## src/rtl/playback_scheduler.sv

```systemverilog
// Drum-machine sequencer core: tempo-driven step launches (PLAY), button-edge
// triggers (RAW), per-voice gate timing with one-clock restart gap, and sample mixing.
module playback_scheduler #(
  parameter int STEPS    = 8,
  parameter int VOICES   = 4,
  parameter int GATE_LEN = 4000,
  parameter int TEMPO_W  = 16
) (
  input  logic                        clk,
  input  logic                        rst,
  input  logic [1:0]                  mode,
  input  logic [TEMPO_W-1:0]          tempo_lim,
  input  logic                        smpl_tick,
  input  logic [STEPS*VOICES-1:0]     pattern,
  input  logic [VOICES-1:0]           raw_trig,
  input  logic [VOICES*8-1:0]         voice_smpl,
  output logic [$clog2(STEPS)-1:0]    step_idx,
  output logic [STEPS-1:0]            step_onehot,
  output logic                        step_pulse,
  output logic [VOICES-1:0]           voice_en,
  output logic [7:0]                  mix_out
);

  localparam int SIW    = $clog2(STEPS);
  localparam int MIX_SH = $clog2(VOICES);
  localparam int SUMW   = 8 + MIX_SH;
  localparam int GCW    = (GATE_LEN > 1) ? $clog2(GATE_LEN) : 1;

  typedef enum logic [1:0] {
    MODE_EDIT = 2'd0,
    MODE_PLAY = 2'd1,
    MODE_RAW  = 2'd2,
    MODE_RSVD = 2'd3
  } mode_e;

  mode_e              w_mode;
  logic               w_play;
  logic               w_raw;
  logic               w_launch;
  logic [SIW-1:0]     w_step_nxt;
  logic [VOICES-1:0]  w_trig;
  logic [SUMW-1:0]    w_sum;

  logic               r_prev_play;
  logic [VOICES-1:0]  r_raw_prev;
  logic [TEMPO_W-1:0] r_tcnt;
  logic [SIW-1:0]     r_step;
  logic [STEPS-1:0]   r_onehot;
  logic               r_pulse;
  logic [VOICES-1:0]  r_en;
  logic [VOICES-1:0]  r_pend;
  logic [GCW-1:0]     r_gcnt [VOICES];
  logic [7:0]         r_mix;

  assign w_mode = mode_e'(mode);
  assign w_play = (w_mode == MODE_PLAY);
  assign w_raw  = (w_mode == MODE_RAW);

  // NOTE: every signal gets a default at the top of the block so no path leaves it unassigned (no latches).
  always_comb begin
    w_launch   = 1'b0;
    w_step_nxt = r_step;
    w_trig     = '0;
    w_sum      = '0;
    if (w_play) begin
      if (!r_prev_play) begin
        w_launch   = 1'b1;
        w_step_nxt = '0;
      end else if (r_tcnt >= tempo_lim) begin
        w_launch   = 1'b1;
        w_step_nxt = (r_step == SIW'(STEPS-1)) ? '0 : r_step + 1'b1;
      end
    end
    if (w_launch)
      w_trig = pattern[w_step_nxt*VOICES +: VOICES];
    else if (w_raw)
      w_trig = raw_trig & ~r_raw_prev;
    for (int v = 0; v < VOICES; v++)
      if (r_en[v]) w_sum = w_sum + SUMW'(voice_smpl[v*8 +: 8]);
  end

  // NOTE: state updates use non-blocking assignments so every register sees pre-edge values.
  always_ff @(posedge clk) begin
    if (!rst) begin
      r_prev_play <= 1'b0;
      r_raw_prev  <= '0;
      r_tcnt      <= '0;
      r_step      <= '0;
      r_onehot    <= STEPS'(1);
      r_pulse     <= 1'b0;
      r_en        <= '0;
      r_pend      <= '0;
      r_mix       <= '0;
      // NOTE: the gate counters are a handful of flops, not a RAM, so resetting them is cheap and safe.
      for (int v = 0; v < VOICES; v++) r_gcnt[v] <= '0;
    end else begin
      r_prev_play <= w_play;
      r_raw_prev  <= raw_trig;
      r_pulse     <= w_launch;
      if (w_launch) begin
        r_step   <= w_step_nxt;
        r_onehot <= STEPS'(1) << w_step_nxt;
      end
      if (w_play) r_tcnt <= w_launch ? '0 : r_tcnt + 1'b1;
      else        r_tcnt <= '0;
      if (smpl_tick) r_mix <= w_sum[MIX_SH +: 8];

      // Retrigger of a sounding voice forces one low clock so the sample restarts.
      for (int v = 0; v < VOICES; v++) begin
        if (!w_play && !w_raw) begin
          r_en[v]   <= 1'b0;
          r_pend[v] <= 1'b0;
          r_gcnt[v] <= '0;
        end else if (r_pend[v]) begin
          r_en[v]   <= 1'b1;
          r_pend[v] <= 1'b0;
          r_gcnt[v] <= '0;
        end else if (w_trig[v]) begin
          if (r_en[v]) begin
            r_en[v]   <= 1'b0;
            r_pend[v] <= 1'b1;
          end else begin
            r_en[v]   <= 1'b1;
            r_gcnt[v] <= '0;
          end
        end else if (r_en[v] && smpl_tick) begin
          if (r_gcnt[v] == GCW'(GATE_LEN-1)) begin
            r_en[v]   <= 1'b0;
            r_gcnt[v] <= '0;
          end else begin
            r_gcnt[v] <= r_gcnt[v] + 1'b1;
          end
        end
      end
    end
  end

  assign step_idx    = r_step;
  assign step_onehot = r_onehot;
  assign step_pulse  = r_pulse;
  assign voice_en    = r_en;
  assign mix_out     = r_mix;

endmodule

```

## config.mk

```make
export PLATFORM = sky130hd
export DESIGN_NAME = playback_scheduler
export DESIGN_NICKNAME = d
export VERILOG_FILES = /design/src/rtl/playback_scheduler.sv
export SDC_FILE = /design/constraint.sdc
export NUM_CORES = 1
export LEC_CHECK = 0
export CORE_ASPECT_RATIO = 1.75
export CORE_MARGIN = 4
export CORE_UTILIZATION = 40
export DETAILED_ROUTE_END_ITERATION = 6
export HOLD_SLACK_MARGIN = 0.08
export PLACE_DENSITY = 0.74
export SLEW_MARGIN = 40
export SYNTH_ARGS = -nofsm -noshare
export SYNTH_HDL_FRONTEND = slang
export SYNTH_SLANG_ARGS = --single-unit
```

## constraint.sdc

```tcl
create_clock -name clk -period 6.45 [get_ports clk]
set_input_delay 1.29 -clock clk [delete_from_list [all_inputs] [get_ports clk]]
set_output_delay 1.29 -clock clk [all_outputs]
set_load 0.01 [all_outputs]
```

# == After elaboration in Yosys (flattened, before gate mapping) ==
# Memories as Yosys holds them, arrays and structs flattened.
# Cells that the tools add are included.
# W data, S select, Z words.
# word_totals
inputBits,89
mem_bits_rw,48
regBits,49
word_cells,241
memories,1
output_inout_bits,24
# memory_table
memory,depth,width,read_ports,rd_ports_with_merged_regs,write_ports,line_no,rtl
r_gcnt,4,12,4,0,4,52,logic [GCW-1:0] r_gcnt [VOICES];
# op_classes
muxes,153
magnitude_cmp,1
n_eq_ne,7
bitwise,28
shifts,2
addsub,9
reduce_logical,25
# op_table
operator,count
$mux W12,20
$mux W1,123
$add A12 B1 Y12 const B,4
$eq A12 B12 Y1 const B,4
$shiftx A32 B6 Y4,1
$add A10 B8 Y10,3
$mux W10,3
$reduce_bool A3 Y1,8
$or A1 B1 Y1,20
$add A16 B1 Y16 const B,1
$ge A16 B16 Y1,1
$reduce_or A4 Y1,4
$mux W3,4
$mux W4,2
$mux W8,1
$reduce_and A2 Y1,4
$shl A1 B3 Y8 const A,1
$not A1 Y1,6
$logic_and A1 B1 Y1,5
$and A4 B4 Y4,1
$not A4 Y4,1
$add A3 B1 Y3 const B,1
$eq A3 B3 Y1 const B,1
$reduce_or A3 Y1,1
other kinds (4),5

# == Longest topological paths before layout ==
# depth
ltp_word,15
ltp_mapped,24
depth_no_buf,23

# == Worst setup path after synthesis ==
# No wires, ideal clock.
# synth_path
path_type,input-to-reg
start,input voice_smpl[1]
end,register r_mix[6] (netlist: mix_out[6])
t_arrival_ps,5187
required_time_ps,6322
path_stages,19
n_path_buf,0
setup_slack_ps,1135
path_cell_list,nand2_1 > inv_1 > ha_1 > a21o_1 > a21o_1 > maj3_1 > a2111o_1 > a31o_2 > a31o_2 > ha_1 > xor2_1 > mux2_2 > ha_1 > nand3_1 > nand2_1 > a41o_1 > xnor3_1 > mux2i_1 > nor2_1
# synth_between
elab_chain_cells,7
# synth_lines
item,line_no,rtl
from (decl),16,"input logic [VOICES*8-1:0] voice_smpl,"
$mux W8 *,79,if (r_en[v]) w_sum = w_sum + SUMW'(voice_smpl[v*8 +: 8]);
$add A10 B8 Y10,79,
$mux W10 *,79,
$add A10 B8 Y10,79,
$mux W10 *,79,
$add A10 B8 Y10,79,
$mux W10 *,79,
to (signal assigned),106,if (smpl_tick) r_mix <= w_sum[MIX_SH +: 8];
to (decl),53,logic [7:0] r_mix;
# Mark *: on every way between the ends. The rest lies on a longest branch, timed or not.
# A chain may end at the register's enable or synchronous reset.

# == Worst setup path in the final report ==
# layout_path
start,input voice_smpl[0]
end,register r_mix[6] (netlist: mix_out[6])
# The elaborated chain is that of the path after synthesis.

==> flow_summary.yaml <==
outcome:
  outcome: "complete, no violations"
critical_path:
  r2r_slack_ns: 1.39
  critPathKind: "in2reg"
  r2r_end: "mix_out[6]$_SDFFE_PN0P_"
  worstPathRequired_ns: 6.67
  reg2regPathDepth: 22
  r2r_start: "voice_en[0]$_SDFFE_PP0P_"
  arrival_ns: 6.02
  cp_max_fo: 4
  cp-end-kind: "register"
  critPathLaunch: "voice_smpl[0]"
  cp-endpoint: "mix_out[6]$_SDFFE_PN0P_"
  start_kind: "primary input"
global_routing:
  grt_pass1_vias: 5755
  grt_overflow_total: 0
  grt_usage_pct: 18.4
  grt_pass1_wl_um: 27600
  grt_max_degree: 25
  antenna_found_initial: 0
floorplanning:
  core_area_sq_mm: 0.0160
  io_pins: 113
  rows: 61
  start_util_pct: 41.2
  die_area_sq_mm: 0.0187
  die_w_um: 105
  die_y_um: 178
cts:
  cts.path.max_buffers: 2
  path_clk_slew_ns: 0.06
  clock-sinks: 97
  cts.repair.resized: 0
  root_buffer: "clkbuf_16"
  htree_num_levels: 3
  post_cts_buffers: 0
  holdBufCountCts: 0
  cts_inserted_buffers: 9
  clk_latency_ns: 0.35
  cts_tree: "done"
placement:
  place_hpwl_um: 13500
  gp_congestion: 0.904
  portBuffers: 112
  place_area_sq_mm: 0.00793
cells_and_area:
  nets: 991
  final.fill_count: 1506
  fin_area_sq_mm: 0.00820
  syn_to_final_growth_pct: 24.0
  antenna_cells: 0
  drive_gt1_share_pct: 6.76
timing:
  maxSlewHeadroom_pct: 50.6
  maxSlewViolCount: 0
  setup_violations: 0
  rsz0062_at_grt: "no"
  tns_ns: 0
  fmax_mhz: 172
  period_minus_slack_ns: 5.80
  fin_skew_ns: 0.00807
  min_period_over_period_pct: 90.0
  tightest_slew_ns: 0.735
  hold_viol: 0
route:
  viasPerCell: 5.49
  ant_nets: 0
  routed-via-count: 5747
  drc: 0
  drt_first_pass_iters: 5
  drt-total-wl_um: 17000
  drt-wirelength-per-cell_um: 16.2
  drt_iter0_drc: 218
logic_synthesis:
  synth_seq_area_share_pct: 36.6
  postSynthNetCount: 881
  synth_top_area_cell: "edfxtp_1"
  ys.flop_type: "dfxtp_1"
  netlist_area_sq_mm: 0.00661
  synthTopCellsByCount: "nor2_1, dfxtp_1, edfxtp_1"
  ys_top_cells_by_area: "edfxtp_1, dfxtp_1, ha_1"
  synth_cells: 743
  synthArstFlopShare_pct: 0
  yosysWarnings: 0
  yosys.area.top_type_share_pct: 21.8
  ys_types: 75
  synth_edf_count: 48
  synth_most_common_cell: "nor2_1"
  synth-seq-cells: 97
  syn_avg_cell_area_sq_um: 8.90
run:
  cap_violations: 0
pwr:
  ir_drop_mv: 0.108
  p_leak_nw: 3.12
  p_per_area_mw_per_mm2: 174
min_path:
  hold_path.class: "reg2reg"
report_power, final:
part / switching [mW] / internal (mW)
Clock: 0.231 / 0.264
Sequential: 0.0315 / 0.677
Combinational: 0.101 / 0.120
routing by layer:
layer	track usage, %	share of wire, %
met5	0	0
met4	8.37	3.5
met3	3.51	5.1
met2	34.6	53
met1	19.6	38
state kept, by name (all words and copies together), names as in the netlist, 3 cells and up:
name / count
r_pend: 4
r_raw_prev: 4
step_idx: 3
r_tcnt: 16
voice_en: 4
mix_out: 8
step_onehot: 8
r_gcnt: 48
through the flow:
step | power (mW) | utilization [%] | worst slack (ns) | hold slack, ns | std cells
floorplan | 0.839 | - | 1.14 | 0.430 | 743
global placement | 0.938 | 49.5 | 0.392 | 0.448 | 1031
detailed placement | 0.942 | 49.5 | 0.253 | 0.453 | 1031
CTS | 1.44 | 51.1 | 0.629 | 0.467 | 1047
global route | 1.49 | 51.1 | 0.215 | 0.494 | 1047
finish | 1.42 | 51.1 | 0.648 | 0.464 | 1047
cell families (layout without fill, tap and decap cells):
kind of cell	Yosys count	after routing	synth area share [%]
AO/OA/AOI/OAI	123	123	13.4
XOR/XNOR	67	67	9.09
adder cells (fa/ha/maj)	50	50	9.65
buffers and inverters	67	182	4.16
flip-flops	97	97	36.6
multiplexers	13	13	2.12
AND/OR/NAND/NOR	326	326	24.9
cell type report:
cell class | instances | area [sq um] | area share (%)
Sequential cell | 97 | 2420 | 29.5
Multi-Input combinational cell | 579 | 3920 | 47.9
Timing Repair Buffer | 119 | 1170 | 14.3
Inverter | 47 | 176 | 2.15
Tap cell | 189 | 236 | 2.88
Clock inverter | 3 | 25.0 | 0.305
Clock buffer | 13 | 240 | 2.93
critical path, stage by stage:
cell	delay, ns
clkdlybuf4s50_1	0.41
and2_1	0.16
ha_1	0.20
inv_1	0.08
fa_1	0.21
nor2b_1	0.07
o311ai_0	0.46
a21boi_0	0.17
o21a_1	0.20
o21a_1	0.18
o31ai_1	0.31
ha_1	0.27
a2111oi_0	0.07
nor3_1	0.30
xor2_1	0.10
mux2_2	0.29
ha_1	0.32
nand3_1	0.10
nand2_1	0.06
a41o_1	0.25
xnor3_1	0.34
mux2i_1	0.13
nor2_1	0.05
cell usage in the layout, fill, tap and decap left out, drive strengths merged, types with 4 or more instances in the layout:
cell | synthesis | final
nor2 | 129 | 129
clkdlybuf4s50 | 0 | 112
dfxtp | 49 | 49
edfxtp | 48 | 48
ha | 47 | 47
inv | 45 | 46
nand3 | 45 | 45
nand2 | 44 | 44
xnor2 | 38 | 38
xor2 | 28 | 28
a21oi | 28 | 28
nand4 | 23 | 23
nor3 | 23 | 23
o21ai | 16 | 16
clkbuf | 12 | 13
and2 | 12 | 12
o21a | 11 | 11
and3 | 11 | 11
nor2b | 9 | 9
a211oi | 9 | 9
o31ai | 9 | 9
mux2i | 8 | 8
a31oi | 7 | 7
buf | 8 | 7
a21o | 6 | 6
a22oi | 6 | 6
nand4b | 5 | 5
mux2 | 5 | 5
a21boi | 5 | 5
or3 | 4 | 4
nand2b | 4 | 4
o31a | 4 | 4
or2 | 4 | 4
nor4 | 4 | 4
worst min path at each step:
stage / slack [ns] / endpoint / from / depth (start not counted)
finish: 0.46 / r_tcnt[0]$_SDFF_PP0_ / r_tcnt[0]$_SDFF_PP0_ / 1
global route: 0.49 / r_tcnt[0]$_SDFF_PP0_ / r_tcnt[0]$_SDFF_PP0_ / 1
CTS: 0.47 / r_tcnt[0]$_SDFF_PP0_ / r_tcnt[0]$_SDFF_PP0_ / 1
detailed placement: 0.45 / r_tcnt[0]$_SDFF_PP0_ / r_tcnt[0]$_SDFF_PP0_ / 1
global placement: 0.45 / r_tcnt[0]$_SDFF_PP0_ / r_tcnt[0]$_SDFF_PP0_ / 1
floorplan: 0.43 / r_tcnt[0]$_SDFF_PP0_ / r_tcnt[0]$_SDFF_PP0_ / 1
No activity file was read; power rests on OpenSTA's default activity.
